### src/rtl/mem_access_pkg.sv
// Shared types and lane helper for the mem_access load/store/stack stage.
package mem_access_pkg;

  typedef enum logic [2:0] {
    OP_NONE  = 3'd0,
    OP_LOAD  = 3'd1,
    OP_STORE = 3'd2,
    OP_PUSH  = 3'd3,
    OP_POP   = 3'd4
  } mem_op_t;

  typedef enum logic [2:0] {
    EXC_NONE         = 3'd0,
    EXC_MISALIGNED   = 3'd1,
    EXC_BUS_ERR      = 3'd2,
    EXC_TIMEOUT      = 3'd3,
    EXC_ILLEGAL_SIZE = 3'd4
  } exc_cause_t;

  typedef enum logic [1:0] {
    ST_IDLE,
    ST_BUS,
    ST_BUS2,
    ST_RESP
  } state_t;

  // Big-endian lanes: the byte at offset i within an nb-byte window drives sel bit nb-1-i.
  function automatic logic [15:0] lane_sel(input logic [1:0] size, input int offset, input int nb);
    logic [15:0] sel;
    logic [3:0]  idx;
    int          n;
    sel = '0;
    n   = 1 << size;
    for (int i = 0; i < 16; i++) begin
      idx = 4'(nb - 1 - i);
      if (i < nb && i >= offset && i < offset + n) sel[idx] = 1'b1;
    end
    return sel;
  endfunction

endpackage

### src/rtl/mem_access_lane_align.sv
// Lane steering for mem_access: shifts write data onto byte lanes and extracts/extends read data.
// WORDS=2 gives a two-word window used when misaligned accesses are split across bus words.
module mem_lane_align
  import mem_access_pkg::*;
#(
  parameter int DATA_W = 32,
  parameter int WORDS  = 1,
  localparam int NB     = DATA_W / 8,
  localparam int WB     = NB * WORDS,
  localparam int WW     = DATA_W * WORDS,
  localparam int WOFF_W = $clog2(WB)
) (
  input  logic [1:0]        size,
  input  logic [WOFF_W-1:0] offset,
  input  logic              signed_ld,
  input  logic [DATA_W-1:0] wdata,
  input  logic [WW-1:0]     rwin,
  output logic [WW-1:0]     wwin,
  output logic [WB-1:0]     sel,
  output logic [DATA_W-1:0] rdata
);

  logic [15:0]       sel16;
  logic [DATA_W-1:0] mask;
  logic [DATA_W-1:0] msb;
  logic [DATA_W-1:0] raw;
  int                nbytes;
  int                shift;

  always_comb begin
    nbytes = 1 << size;
    shift  = 0;
    if (int'(offset) + nbytes <= WB) shift = (WB - int'(offset) - nbytes) * 8;
    if (nbytes * 8 >= DATA_W) mask = '1;
    else                      mask = ~({DATA_W{1'b1}} << (nbytes * 8));
    msb   = mask & ~(mask >> 1);
    sel16 = lane_sel(size, int'(offset), WB);
    sel   = sel16[WB-1:0];
    wwin  = WW'(wdata & mask) << shift;
    raw   = DATA_W'(rwin >> shift) & mask;
    rdata = (signed_ld && |(raw & msb)) ? (raw | ~mask) : raw;
  end

endmodule

### src/rtl/mem_access.sv
// CPU memory stage: one bus transaction per accepted LOAD/STORE/PUSH/POP with fault reporting.
// Build option MEM_ACCESS_UNALIGNED_SPLIT_EN splits word-crossing misaligned accesses into two bus cycles.
module mem_access
  import mem_access_pkg::*;
#(
  parameter int DATA_W  = 32,
  parameter int ADDR_W  = 32,
  parameter int TIMEOUT = 255,
  localparam int NB     = DATA_W / 8
) (
  input  logic              clk_i,
  input  logic              rst_i,
  input  logic              req_valid_i,
  output logic              req_ready_o,
  input  logic [2:0]        op_i,
  input  logic [1:0]        size_i,
  input  logic              signed_i,
  input  logic [ADDR_W-1:0] addr_i,
  input  logic [DATA_W-1:0] wdata_i,
  input  logic [ADDR_W-1:0] sp_i,
  output logic              rsp_valid_o,
  output logic [DATA_W-1:0] rdata_o,
  output logic              sp_write_o,
  output logic [ADDR_W-1:0] sp_data_o,
  output logic              exc_o,
  output logic [2:0]        exc_cause_o,
  output logic              bus_cyc_o,
  output logic              bus_we_o,
  output logic [ADDR_W-1:0] bus_adr_o,
  output logic [NB-1:0]     bus_sel_o,
  output logic [DATA_W-1:0] bus_dat_o,
  input  logic [DATA_W-1:0] bus_dat_i,
  input  logic              bus_ack_i,
  input  logic              bus_err_i
);

  localparam int OFF_W = $clog2(NB);
`ifdef MEM_ACCESS_UNALIGNED_SPLIT_EN
  localparam int WORDS = 2;
`else
  localparam int WORDS = 1;
`endif
  localparam int WB     = NB * WORDS;
  localparam int WW     = DATA_W * WORDS;
  localparam int WOFF_W = $clog2(WB);
  localparam int TMR_W  = (TIMEOUT > 1) ? $clog2(TIMEOUT) : 1;
  localparam logic [TMR_W-1:0] TMR_LOAD = (TIMEOUT > 0) ? TMR_W'(TIMEOUT - 1) : '0;

  state_t            state_q, state_d;
  mem_op_t           op_in;
  logic [ADDR_W-1:0] eff_addr, sp_upd;
  logic [1:0]        eff_size;
  logic [3:0]        nbytes;
  logic              is_mem, is_stack, we_in, illegal, fault_in, tmo;
  exc_cause_t        cause_in;

  logic [1:0]        size_q;
  logic [OFF_W-1:0]  off_q;
  logic              signed_q, we_q, stack_q, cyc_q;
  logic [DATA_W-1:0] wdata_q;
  logic [ADDR_W-1:0] adr_q, sp_next_q;
  logic [TMR_W-1:0]  tmr_q;

  logic [DATA_W-1:0] rdata_q;
  logic              exc_q, sp_write_q;
  exc_cause_t        cause_q;
  logic [ADDR_W-1:0] sp_data_q;

  logic [WW-1:0]     rwin, wwin;
  logic [WB-1:0]     sel_win;
  logic [NB-1:0]     lane_sel_w;
  logic [DATA_W-1:0] lane_dat_w, align_rdata;

`ifdef MEM_ACCESS_UNALIGNED_SPLIT_EN
  logic              cross_in, cross_q;
  logic [DATA_W-1:0] rd_hi_q;
`endif

  assign op_in = mem_op_t'(op_i);

  always_comb begin
    eff_addr = addr_i;
    eff_size = size_i;
    sp_upd   = sp_i;
    is_mem   = 1'b0;
    is_stack = 1'b0;
    we_in    = 1'b0;
    case (op_in)
      OP_LOAD:  is_mem = 1'b1;
      OP_STORE: begin is_mem = 1'b1; we_in = 1'b1; end
      OP_PUSH: begin
        is_mem   = 1'b1;
        is_stack = 1'b1;
        we_in    = 1'b1;
        eff_addr = sp_i - ADDR_W'(NB);
        eff_size = 2'(OFF_W);
        sp_upd   = sp_i - ADDR_W'(NB);
      end
      OP_POP: begin
        is_mem   = 1'b1;
        is_stack = 1'b1;
        eff_addr = sp_i;
        eff_size = 2'(OFF_W);
        sp_upd   = sp_i + ADDR_W'(NB);
      end
      default: ;
    endcase
  end

  always_comb begin
    illegal  = is_mem && (eff_size == 2'd3) && (DATA_W == 32);
    nbytes   = 4'd1 << eff_size;
    cause_in = illegal ? EXC_ILLEGAL_SIZE : EXC_MISALIGNED;
`ifdef MEM_ACCESS_UNALIGNED_SPLIT_EN
    cross_in = (int'(eff_addr[OFF_W-1:0]) + int'(nbytes)) > NB;
    fault_in = illegal;
`else
    fault_in = illegal || (is_mem && ((eff_addr[3:0] & (nbytes - 4'd1)) != 4'd0));
`endif
  end

  // Ack/err take priority over the watchdog firing in the same cycle.
  assign tmo = (TIMEOUT > 0) && (tmr_q == '0) && !bus_ack_i && !bus_err_i;

  always_ff @(posedge clk_i or posedge rst_i) begin
    if (rst_i) state_q <= ST_IDLE;
    else       state_q <= state_d;
  end

  always_comb begin
    state_d = state_q;
    case (state_q)
      ST_IDLE: if (req_valid_i) state_d = (is_mem && !fault_in) ? ST_BUS : ST_RESP;
      ST_BUS: begin
        if (bus_err_i || tmo) state_d = ST_RESP;
`ifdef MEM_ACCESS_UNALIGNED_SPLIT_EN
        else if (bus_ack_i) state_d = cross_q ? ST_BUS2 : ST_RESP;
`else
        else if (bus_ack_i) state_d = ST_RESP;
`endif
      end
      ST_BUS2: if (bus_err_i || bus_ack_i || tmo) state_d = ST_RESP;
      ST_RESP: state_d = ST_IDLE;
      default: state_d = ST_IDLE;
    endcase
  end

  always_ff @(posedge clk_i or posedge rst_i) begin
    if (rst_i) begin
      size_q     <= '0;
      off_q      <= '0;
      signed_q   <= 1'b0;
      we_q       <= 1'b0;
      stack_q    <= 1'b0;
      cyc_q      <= 1'b0;
      wdata_q    <= '0;
      adr_q      <= '0;
      sp_next_q  <= '0;
      tmr_q      <= '0;
      rdata_q    <= '0;
      exc_q      <= 1'b0;
      cause_q    <= EXC_NONE;
      sp_write_q <= 1'b0;
      sp_data_q  <= '0;
`ifdef MEM_ACCESS_UNALIGNED_SPLIT_EN
      cross_q    <= 1'b0;
      rd_hi_q    <= '0;
`endif
    end else begin
      case (state_q)
        ST_IDLE: if (req_valid_i) begin
          size_q    <= eff_size;
          off_q     <= eff_addr[OFF_W-1:0];
          signed_q  <= signed_i;
          we_q      <= we_in;
          stack_q   <= is_stack;
          wdata_q   <= wdata_i;
          adr_q     <= {eff_addr[ADDR_W-1:OFF_W], OFF_W'(0)};
          sp_next_q <= sp_upd;
          tmr_q     <= TMR_LOAD;
`ifdef MEM_ACCESS_UNALIGNED_SPLIT_EN
          cross_q   <= cross_in;
`endif
          if (is_mem && !fault_in) begin
            cyc_q <= 1'b1;
          end else begin
            exc_q      <= fault_in;
            cause_q    <= fault_in ? cause_in : EXC_NONE;
            rdata_q    <= '0;
            sp_write_q <= 1'b0;
            sp_data_q  <= '0;
          end
        end
        ST_BUS, ST_BUS2: begin
          if (bus_err_i || tmo) begin
            cyc_q      <= 1'b0;
            exc_q      <= 1'b1;
            cause_q    <= bus_err_i ? EXC_BUS_ERR : EXC_TIMEOUT;
            rdata_q    <= '0;
            sp_write_q <= 1'b0;
            sp_data_q  <= '0;
          end else if (bus_ack_i) begin
`ifdef MEM_ACCESS_UNALIGNED_SPLIT_EN
            // First half of a word-crossing access: keep cyc up, move to the next word.
            if (cross_q && state_q == ST_BUS) begin
              rd_hi_q <= bus_dat_i;
              adr_q   <= adr_q + ADDR_W'(NB);
              tmr_q   <= TMR_LOAD;
            end else
`endif
            begin
              cyc_q      <= 1'b0;
              exc_q      <= 1'b0;
              cause_q    <= EXC_NONE;
              rdata_q    <= we_q ? '0 : align_rdata;
              sp_write_q <= stack_q;
              sp_data_q  <= stack_q ? sp_next_q : '0;
            end
          end else if (tmr_q != '0) begin
            tmr_q <= tmr_q - TMR_W'(1);
          end
        end
        default: ;
      endcase
    end
  end

`ifdef MEM_ACCESS_UNALIGNED_SPLIT_EN
  assign rwin       = cross_q ? {rd_hi_q, bus_dat_i} : {bus_dat_i, {DATA_W{1'b0}}};
  assign lane_sel_w = (state_q == ST_BUS2) ? sel_win[NB-1:0] : sel_win[WB-1:NB];
  assign lane_dat_w = (state_q == ST_BUS2) ? wwin[DATA_W-1:0] : wwin[WW-1:DATA_W];
`else
  assign rwin       = bus_dat_i;
  assign lane_sel_w = sel_win;
  assign lane_dat_w = wwin;
`endif

  mem_lane_align #(
    .DATA_W (DATA_W),
    .WORDS  (WORDS)
  ) u_align (
    .size      (size_q),
    .offset    (WOFF_W'(off_q)),
    .signed_ld (signed_q),
    .wdata     (wdata_q),
    .rwin      (rwin),
    .wwin      (wwin),
    .sel       (sel_win),
    .rdata     (align_rdata)
  );

  assign req_ready_o = (state_q == ST_IDLE);
  assign rsp_valid_o = (state_q == ST_RESP);
  assign rdata_o     = rdata_q;
  assign exc_o       = exc_q;
  assign exc_cause_o = cause_q;
  assign sp_write_o  = sp_write_q;
  assign sp_data_o   = sp_data_q;
  assign bus_cyc_o   = cyc_q;
  assign bus_we_o    = cyc_q && we_q;
  assign bus_adr_o   = adr_q;
  assign bus_sel_o   = cyc_q ? lane_sel_w : '0;
  assign bus_dat_o   = (cyc_q && we_q) ? lane_dat_w : '0;

endmodule

### config.mk
export PLATFORM = sky130hd
export DESIGN_NAME = mem_access
export DESIGN_NICKNAME = d
export VERILOG_FILES = /design/src/rtl/mem_access_pkg.sv /design/src/rtl/mem_access_lane_align.sv /design/src/rtl/mem_access.sv
export SDC_FILE = /design/constraint.sdc
export NUM_CORES = 1
export LEC_CHECK = 0
export CORE_MARGIN = 10
export CORE_UTILIZATION = 50
export CTS_CLUSTER_SIZE = 40
export DETAILED_ROUTE_END_ITERATION = 7
export HOLD_SLACK_MARGIN = 0.08
export PLACE_DENSITY = 0.88
export SLEW_MARGIN = 20
export SYNTH_ARGS = -nofsm -noshare
export SYNTH_HDL_FRONTEND = slang
export SYNTH_SLANG_ARGS = --single-unit
### constraint.sdc
create_clock -name clk_i -period 6.8 [get_ports clk_i]
set_input_delay 0.68 -clock clk_i [delete_from_list [all_inputs] [get_ports clk_i]]
set_output_delay 0.68 -clock clk_i [all_outputs]
set_load 0.005 [all_outputs]
* Word level (Yosys, flattened, before mapping) *
Cells that the tools add are included.

storage, ports and cells
  bits in registers = 181
  input bits = 139
  output and inout bits = 141
  word-level logic and storage cells = 153

cells by class
  shifts and indexed selects = 5
  order comparisons = 9
  bitwise operators = 9
  reduce and logical (&&, ||, !) cells = 32
  equal/unequal tests = 17
  $add $sub $neg = 7
  muxes and demuxes = 58

operators with widths
  kind                      number
  $mux W32                  12
  $pmux W32 S2              4
  $and A32 B32 Y32          4
  $lt A3 B32 Y1 const A     2
  $not A32 Y32              2
  $add A3 B32 Y32           1
  $add A32 B3 Y32 const B   1
  $ge A32 B7 Y1 const B     1
  $le A32 B4 Y1 const B     1
  $lt A1 B32 Y1 const A     1
  $lt A2 B32 Y1 const A     1
  $mux W8                   4
  $not A31 Y32              1
  $or A32 B32 Y32           1
  $reduce_or A32 Y1         1
  $shl A1 B2 Y32 const A    1
  $shl A32 B32 Y32          1
  $shl A32 B32 Y32 const A  1
  $shr A32 B32 Y32          1
  $sub A32 B3 Y32 const B   1
  $sub A29 B29 Y29          1
  $mux W1                   19
  $mux W3                   6
  $pmux W8 S2               1
  34 further kinds          68

* Logic depth before layout (Yosys ltp) *
Gate-level depths: netlist of run 1.

  depth after elaboration = 14
  mapped depth = 16
  depth with buffers taken out = 11

* Hierarchy *
Synthesis of run 1 repeated with hierarchy kept, for this count alone.

second synthesis, totals
  cells, all modules = 1422
  area, all modules = 11861.4 um^2

modules (own cells, without submodules)
  module          instances  area an instance (um^2)  sequential area each (um^2)  cells an instance
  mem_access      1          9952.0                   4529.3                       1135
  mem_lane_align  1          1909.3                   0.0                          287

* Worst setup path after synthesis of run 1 *
Ideal clock, no wire load.

  path type = reg-to-output
  from = register size_q[0]
  to = output port bus_dat_o[16]
  buffers on the path = 3
  data required time = 6.120 ns
  arrival = 3.711 ns
  cell stages (with the launch flop) = 15
  path slack = 2.409 ns
  path through = dfrtp_1 > buf_2 > or2_2 > clkbuf_1 > inv_1 > clkbuf_1 > ha_1 > and3b_1 > a311o_2 > ha_1 > and4bb_2 > nand4_1 > a211oi_1 > a21oi_1 > a21oi_1

between the ends
  word-level cells in the longest chain between the ends = 7
  elaborated cells between the ends (all ways) = 12
  those cells by class = add/sub (2); order compare (2); shift (3); mux (3); bitwise (2)

RTL lines
  element                                                  RTL line                     source
  from (decl)                                              mem_access.sv:57             logic [1:0] size_q;
  from (signal assigned)                                   mem_access.sv:172            size_q <= eff_size;
  $shl A1 B2 Y32 *                                         mem_access_lane_align.sv:31  nbytes = 1 << size;
  branches (longest 4 deep; another with $add A3 B32 Y32)  n/a
  $shl A32 B32 Y32 *                                       mem_access_lane_align.sv:39  wwin = WW'(wdata & mask) << shift;
  $mux W32 *                                               mem_access.sv:263            assign bus_dat_o = (cyc_q && we_q) ? lane_dat_w : '0;
  to (decl)                                                mem_access.sv:31             output logic [DATA_W-1:0] bus_dat_o,

Mark *: on every way between the ends.

* Final worst setup path of run 1 *
  from = register size_q[1]
  to = output port bus_dat_o[23]

Same word-level chain as after synthesis.

==> results of run 1 <==
cells by family (layout without fill, tap and decap cells):
group / Yosys count / after routing
XOR/XNOR: 34 / 34
adder cells (fa/ha/maj): 19 / 19
AND/OR/NAND/NOR: 438 / 438
multiplexers: 41 / 41
flip-flops: 181 / 181
other: 1 / 4
AO/OA/AOI/OAI: 369 / 369
buffers and inverters: 134 / 354
sequential cells by signal (all words and copies together) (netlist names):
register     count
exc_o            1
off_q            2
size_q           2
bus_cyc_o        1
bus_adr_o       30
sp_next_q       32
state_q          2
sp_write_o       1
we_q             1
tmr_q            8
signed_q         1
wdata_q         32
rdata_o         32
stack_q          1
exc_cause_o      3
sp_data_o       32
per-stage QoR:
stage	hold slack, ps	power, uW	util [%]
floorplan	445.0	3774	-
global placement	459.2	4729	63.44
detailed placement	464.2	4820	63.45
CTS	483.1	5883	66.27
global route	501.2	6270	66.32
finish	484.2	5904	66.32
Yosys cell counts, drive strengths merged, types with 20 or more instances:
master | n | area [um^2]
o21ai | 88 | 459.2
nor3 | 21 | 115.1
o41ai | 20 | 197.7
buf | 37 | 235.2
a31oi | 21 | 131.4
nand3 | 38 | 190.2
a22o | 48 | 420.4
clkbuf | 64 | 240.2
a21oi | 56 | 280.3
nand2 | 204 | 773.2
inv | 33 | 123.9
xnor2 | 23 | 201.4
nor2 | 73 | 274.0
dfrtp | 181 | 4529
where the power goes:
part	total [uW]	switching [uW]	internal, uW
Sequential	1800	324	1470
Combinational	3060	1760	1300
Clock	1050	486	561
worst max path at each step:
stage	start	to	cells past startpoint
after floorplan	rst_i	bus_adr_o[10]	1
after global placement	size_q[1]	bus_dat_o[23]	13
after detailed placement	size_q[1]	bus_dat_o[17]	12
after CTS	size_q[1]	bus_dat_o[20]	12
after global routing	size_q[1]	bus_dat_o[24]	11
final	size_q[1]	bus_dat_o[23]	12
worst max-delay path: cells and delay by family, from the launching register on:
| family | cells | cell delay, ps |
|---|---|---|
| flops | 1 | 540 |
| buf+inv | 2 | 930 |
| simple gates | 4 | 1150 |
| compound gates | 4 | 1360 |
| fa+ha+maj | 2 | 550 |
routing by layer:
layer,wire (um),global-route usage (%),up-vias
li1,-,-,4892
met5,0,0,-
met1,15430,33.42,5325
met4,1124,9.425,0
met2,18520,42.84,618
met3,3594,6.705,84
cell type report:
cell class	instances	area (um^2)	area share (%)
multi-input combinational	903	5896	40.99
sequential	181	4529	31.49
timing repair buffer	289	2863	19.90
clock buffer	18	429.2	2.984
tap	280	350.3	2.436
clock inverter	14	182.7	1.270
inverter	33	128.9	0.8960
antenna	2	5.005	0.03479
==> flow_summary.ini, run 1 <==
[global_route]
grt_pass1_wl_mm = 60.69
grt_pass1_vias = 10740
antenna_found_initial = 2
track_usage_pct = 26.41
grt_max_degree = 106
grt_overflow = 0

[setup_path]
slowest_stage = a211oi_1
r2r_cells = 9
r2r_slack_ps = 2240
r2r_start = size_q[1]
path_max_fanout = 13
r2r_end = rdata_o[21]
required_ps = 6120
cp_cell_sequence = or2_2, inv_1, ha_1, and3b_1, a311o_2, ha_1, and4bb_2, nand4_1, a211oi_1, a21oi_1, a21oi_1, clkdlybuf4s50_1
crit_path_start_kind = register
crit_type = reg -> out
cp-end-kind = output pin
slowest_delay_ps = 670
arrival_ps = 4980

[synth]
yosysUniqueCellTypes = 91
ys_seq_elements = 181
synth_xor_area_share_pct = 2.712
synth_top_family_by_area = compound AO/OA/AOI/OAI gates
synth.avg_cell_area_um2 = 9.024
synth_enable_flop_cells = 0
synth_compound_area_share_pct = 24.23
synth_area_um2 = 10980
synth_fa_ha_area_share_pct = 2.165
synth.area.mux_share_pct = 4.819
yosysSeqAreaShare_pct = 41.24
synth-async-reset-ratio_pct = 100.0
synth_warnings = 0
synthFlopType = dfrtp_1
synthCells = 1217
synthSimpleGateAreaFrac_pct = 19.33

[power]
power_leakage_uw = 0.005916
p_per_area_nw_per_um2 = 410.5
ir_worst_vdd_v = 0.0002974

[die]
die_w_um = 168.2
fp.dieArea_um2 = 28290
fp.coreArea_um2 = 21690
start_util_pct = 50.63
boundaryPins = 280
chipHeight_um = 168.2
num_rows = 54

[cells_and_area]
drive_above_1_share_pct = 7.510
final_cell_mix = 277 x clkdlybuf4s50_1, 202 x nand2_1, 181 x dfrtp_1
syn_to_final_growth_pct = 30.98
n_fill_cell = 1706
layout.nets = 1583
stdcell_area_um2 = 14380
final_cells = 1720
final_common_cell = clkdlybuf4s50_1

[timing]
worst_slew_pin_slew_ps = 1085
finalWorstSetupSlack_ps = 1143
hold_violations = 0
period_minus_slack_ps = 5657
max-slew-margin-rel_pct = 27.68
report.final.slew_viol_count = 0
rsz0062_at_grt = no
fin_skew_ps = 12.57
setup_viol = 0
max_freq_mhz = 176.8
period_share_pct = 83.19
tns_ps = 0

[route]
drt-total-wl_mm = 38.66
antenna_left = 0
drtPass1Iterations = 6
vias_per_cell = 6.348
drt_iter0_markers = 1138
vias = 10920
wl_per_cell_um = 22.48
drc = 0

[cts]
worst_skew_pair.late_latency_ps = 450
cts_hold_buf = 0
cts.reportedPaths.clkPinSlew_ps = 70
cts.path.max_buffers = 2
cts_resized = 0
cts_tree = yes
post_cts_buffers = 0
cts-root-buf = clkbuf_16
cts_sinks = 181
cts_buffers = 17
htree_levels = 4

[place]
portBuffers = 277
dp_slack_ps = 1649
place.gp.congestion = 0.9644
hpwl_mm = 28.03
placed_area_um2 = 13760
place_inst = 1686

[worst_hold_path]
min_path_cells = 2
hold_path_startpoint = sp_next_q[2]
holdPathEnd = sp_next_q[2]
hp-class = reg -> reg

[outcome]
outcome = finished clean

[flow_run]
cap_viol_max_count = 0
(Power assumes the default switching activity.)
==> inputs of run 2 (changes only) <==
Settings changed: CORE_UTILIZATION 50 to 45, PLACE_DENSITY 0.88 to 0.84.
Clock period 6.8 ns to 5.2 ns, I/O delays scaled along.
==> run 2 against run 1 <==
Global-route usage down 2.6 points. Critical path depth stayed put. Sequential share of layout area shrank 0.31 points. Register-to-register slack worse by 1100 ps. Via count fell by 1.7%. Die area up 9.8%. Clock power increased by 33%. Combinational power increased by 34%. Power grew 33%. Count of clock-buffer cells in the layout down 1. Highest routed layer unchanged.
==> flow_summary.ini, run 2 (same netlist as run 1, synthesis figures left out) <==
[global_route]
grt_pass1_vias = 10400
antenna_found_initial = 2
grt_max_degree = 182
track_usage_pct = 23.83
grt_pass1_wl_mm = 59.46
grt_overflow = 0

[die]
boundaryPins = 280
die_w_um = 176.2
start_util_pct = 45.42
chipHeight_um = 176.2
fp.dieArea_um2 = 31050
fp.coreArea_um2 = 24180
num_rows = 57

[cts]
cts.path.max_buffers = 2
cts.reportedPaths.clkPinSlew_ps = 70
cts_sinks = 181
cts_hold_buf = 0
cts-root-buf = clkbuf_16
cts_buffers = 17
worst_skew_pair.late_latency_ps = 440
cts_tree = yes
htree_levels = 4

[route]
drtPass1Iterations = 6
vias = 10730
vias_per_cell = 6.065
drc = 0
wl_per_cell_um = 21.51
antenna_left = 0
drt-total-wl_mm = 38.05
drt_iter0_markers = 1398

[place]
place_inst = 1732
place.gp.congestion = 0.9595
hpwl_mm = 27.60
portBuffers = 277

[setup_path]
path_max_fanout = 13
required_ps = 4680
cp-end-kind = output pin
arrival_ps = 4440
crit_type = reg -> out
crit_path_start_kind = register

[timing]
period_minus_slack_ps = 4957
max-slew-margin-rel_pct = 26.35
fin_skew_ps = 10.32
tns_ps = 0
period_share_pct = 95.32
hold_violations = 0
max_freq_mhz = 201.7
setup_viol = 0
worst_slew_pin_slew_ps = 1096
rsz0062_at_grt = no
report.final.slew_viol_count = 0

[power]
p_per_area_nw_per_um2 = 540.1
power_leakage_uw = 0.005948
ir_worst_vdd_v = 0.0003746
power_uw = 7851

[cells_and_area]
layout.nets = 1588
final_cell_mix = 277 x clkdlybuf4s50_1, 202 x nand2_1, 179 x dfrtp_1
syn_to_final_growth_pct = 32.37
final_common_cell = clkdlybuf4s50_1
final_cells = 1769
n_fill_cell = 1986
drive_above_1_share_pct = 8.108

[outcome]
outcome = finished clean

[flow_run]
cap_viol_max_count = 0

[worst_hold_path]
hp-class = reg -> reg
run 2: cell type report:
type	count	area, um^2	share of cell area (%)
multi-input combinational	903	5914	40.69
sequential	181	4532	31.18
timing repair buffer	294	2913	20.04
clock buffer	17	425.4	2.927
tap	324	405.4	2.789
clock inverter	15	214.0	1.472
inverter	33	127.6	0.8779
antenna	2	5.005	0.03443
run 2: stage by stage:
stage	instance area [um^2]	util (%)	hold WS, ps	setup WS [ps]
3_3_place_gp	13840	57.24	455.8	572.0
5_1_grt	14530	60.11	497.0	18.92
6_report	14540	60.13	470.7	243.3
3_5_place_dp	13840	57.24	460.0	435.8
4_1_cts	14500	59.98	476.9	91.17
2_1_floorplan	10990	-	445.0	968.9
run 2: repair_timing:
item,4_1_cts,5_1_grt
setup endpoints to repair,12,25
buffers inserted,3,0
resized for setup,0,7
pin swaps,1,0
run 2: final timing paths:
path                                  start             to  slack (ps)  depth (start not counted)
worst min register to register  rdata_o[29]    rdata_o[29]         470                          2
worst min-delay path            rdata_o[29]    rdata_o[29]         470                          2
max in group asynchronous             rst_i      size_q[0]        3700                          3
worst max register to register    size_q[0]    rdata_o[21]        1140                         11
min in group asynchronous             rst_i   sp_data_o[5]         710                          3
worst max-delay path              size_q[1]  bus_dat_o[16]         240                         12
run 2: report_power, final:
part	switching (uW)	internal [uW]
clock	619	781
sequential	412	1930
combinational	2360	1750
run 2: layer usage:
metal  wire (um)  track usage, %  vias up
li1            -               -     4897
met1       15400           30.91     5254
met2       18320           38.58      515
met3        3259           5.019       63
met4        1074           8.478        0
met5           0               0        -
run 2: critical path, stage by stage (launching register included):
cell             delay [ps]
dfrtp_2                 500
or2_2                   440
inv_1                   110
ha_1                    190
and3b_1                 190
a311o_2                 390
ha_1                    270
and4bb_2                310
a32oi_1                 140
a311oi_2                550
a22oi_1                 200
a21oi_1                 190
clkdlybuf4s50_1         530
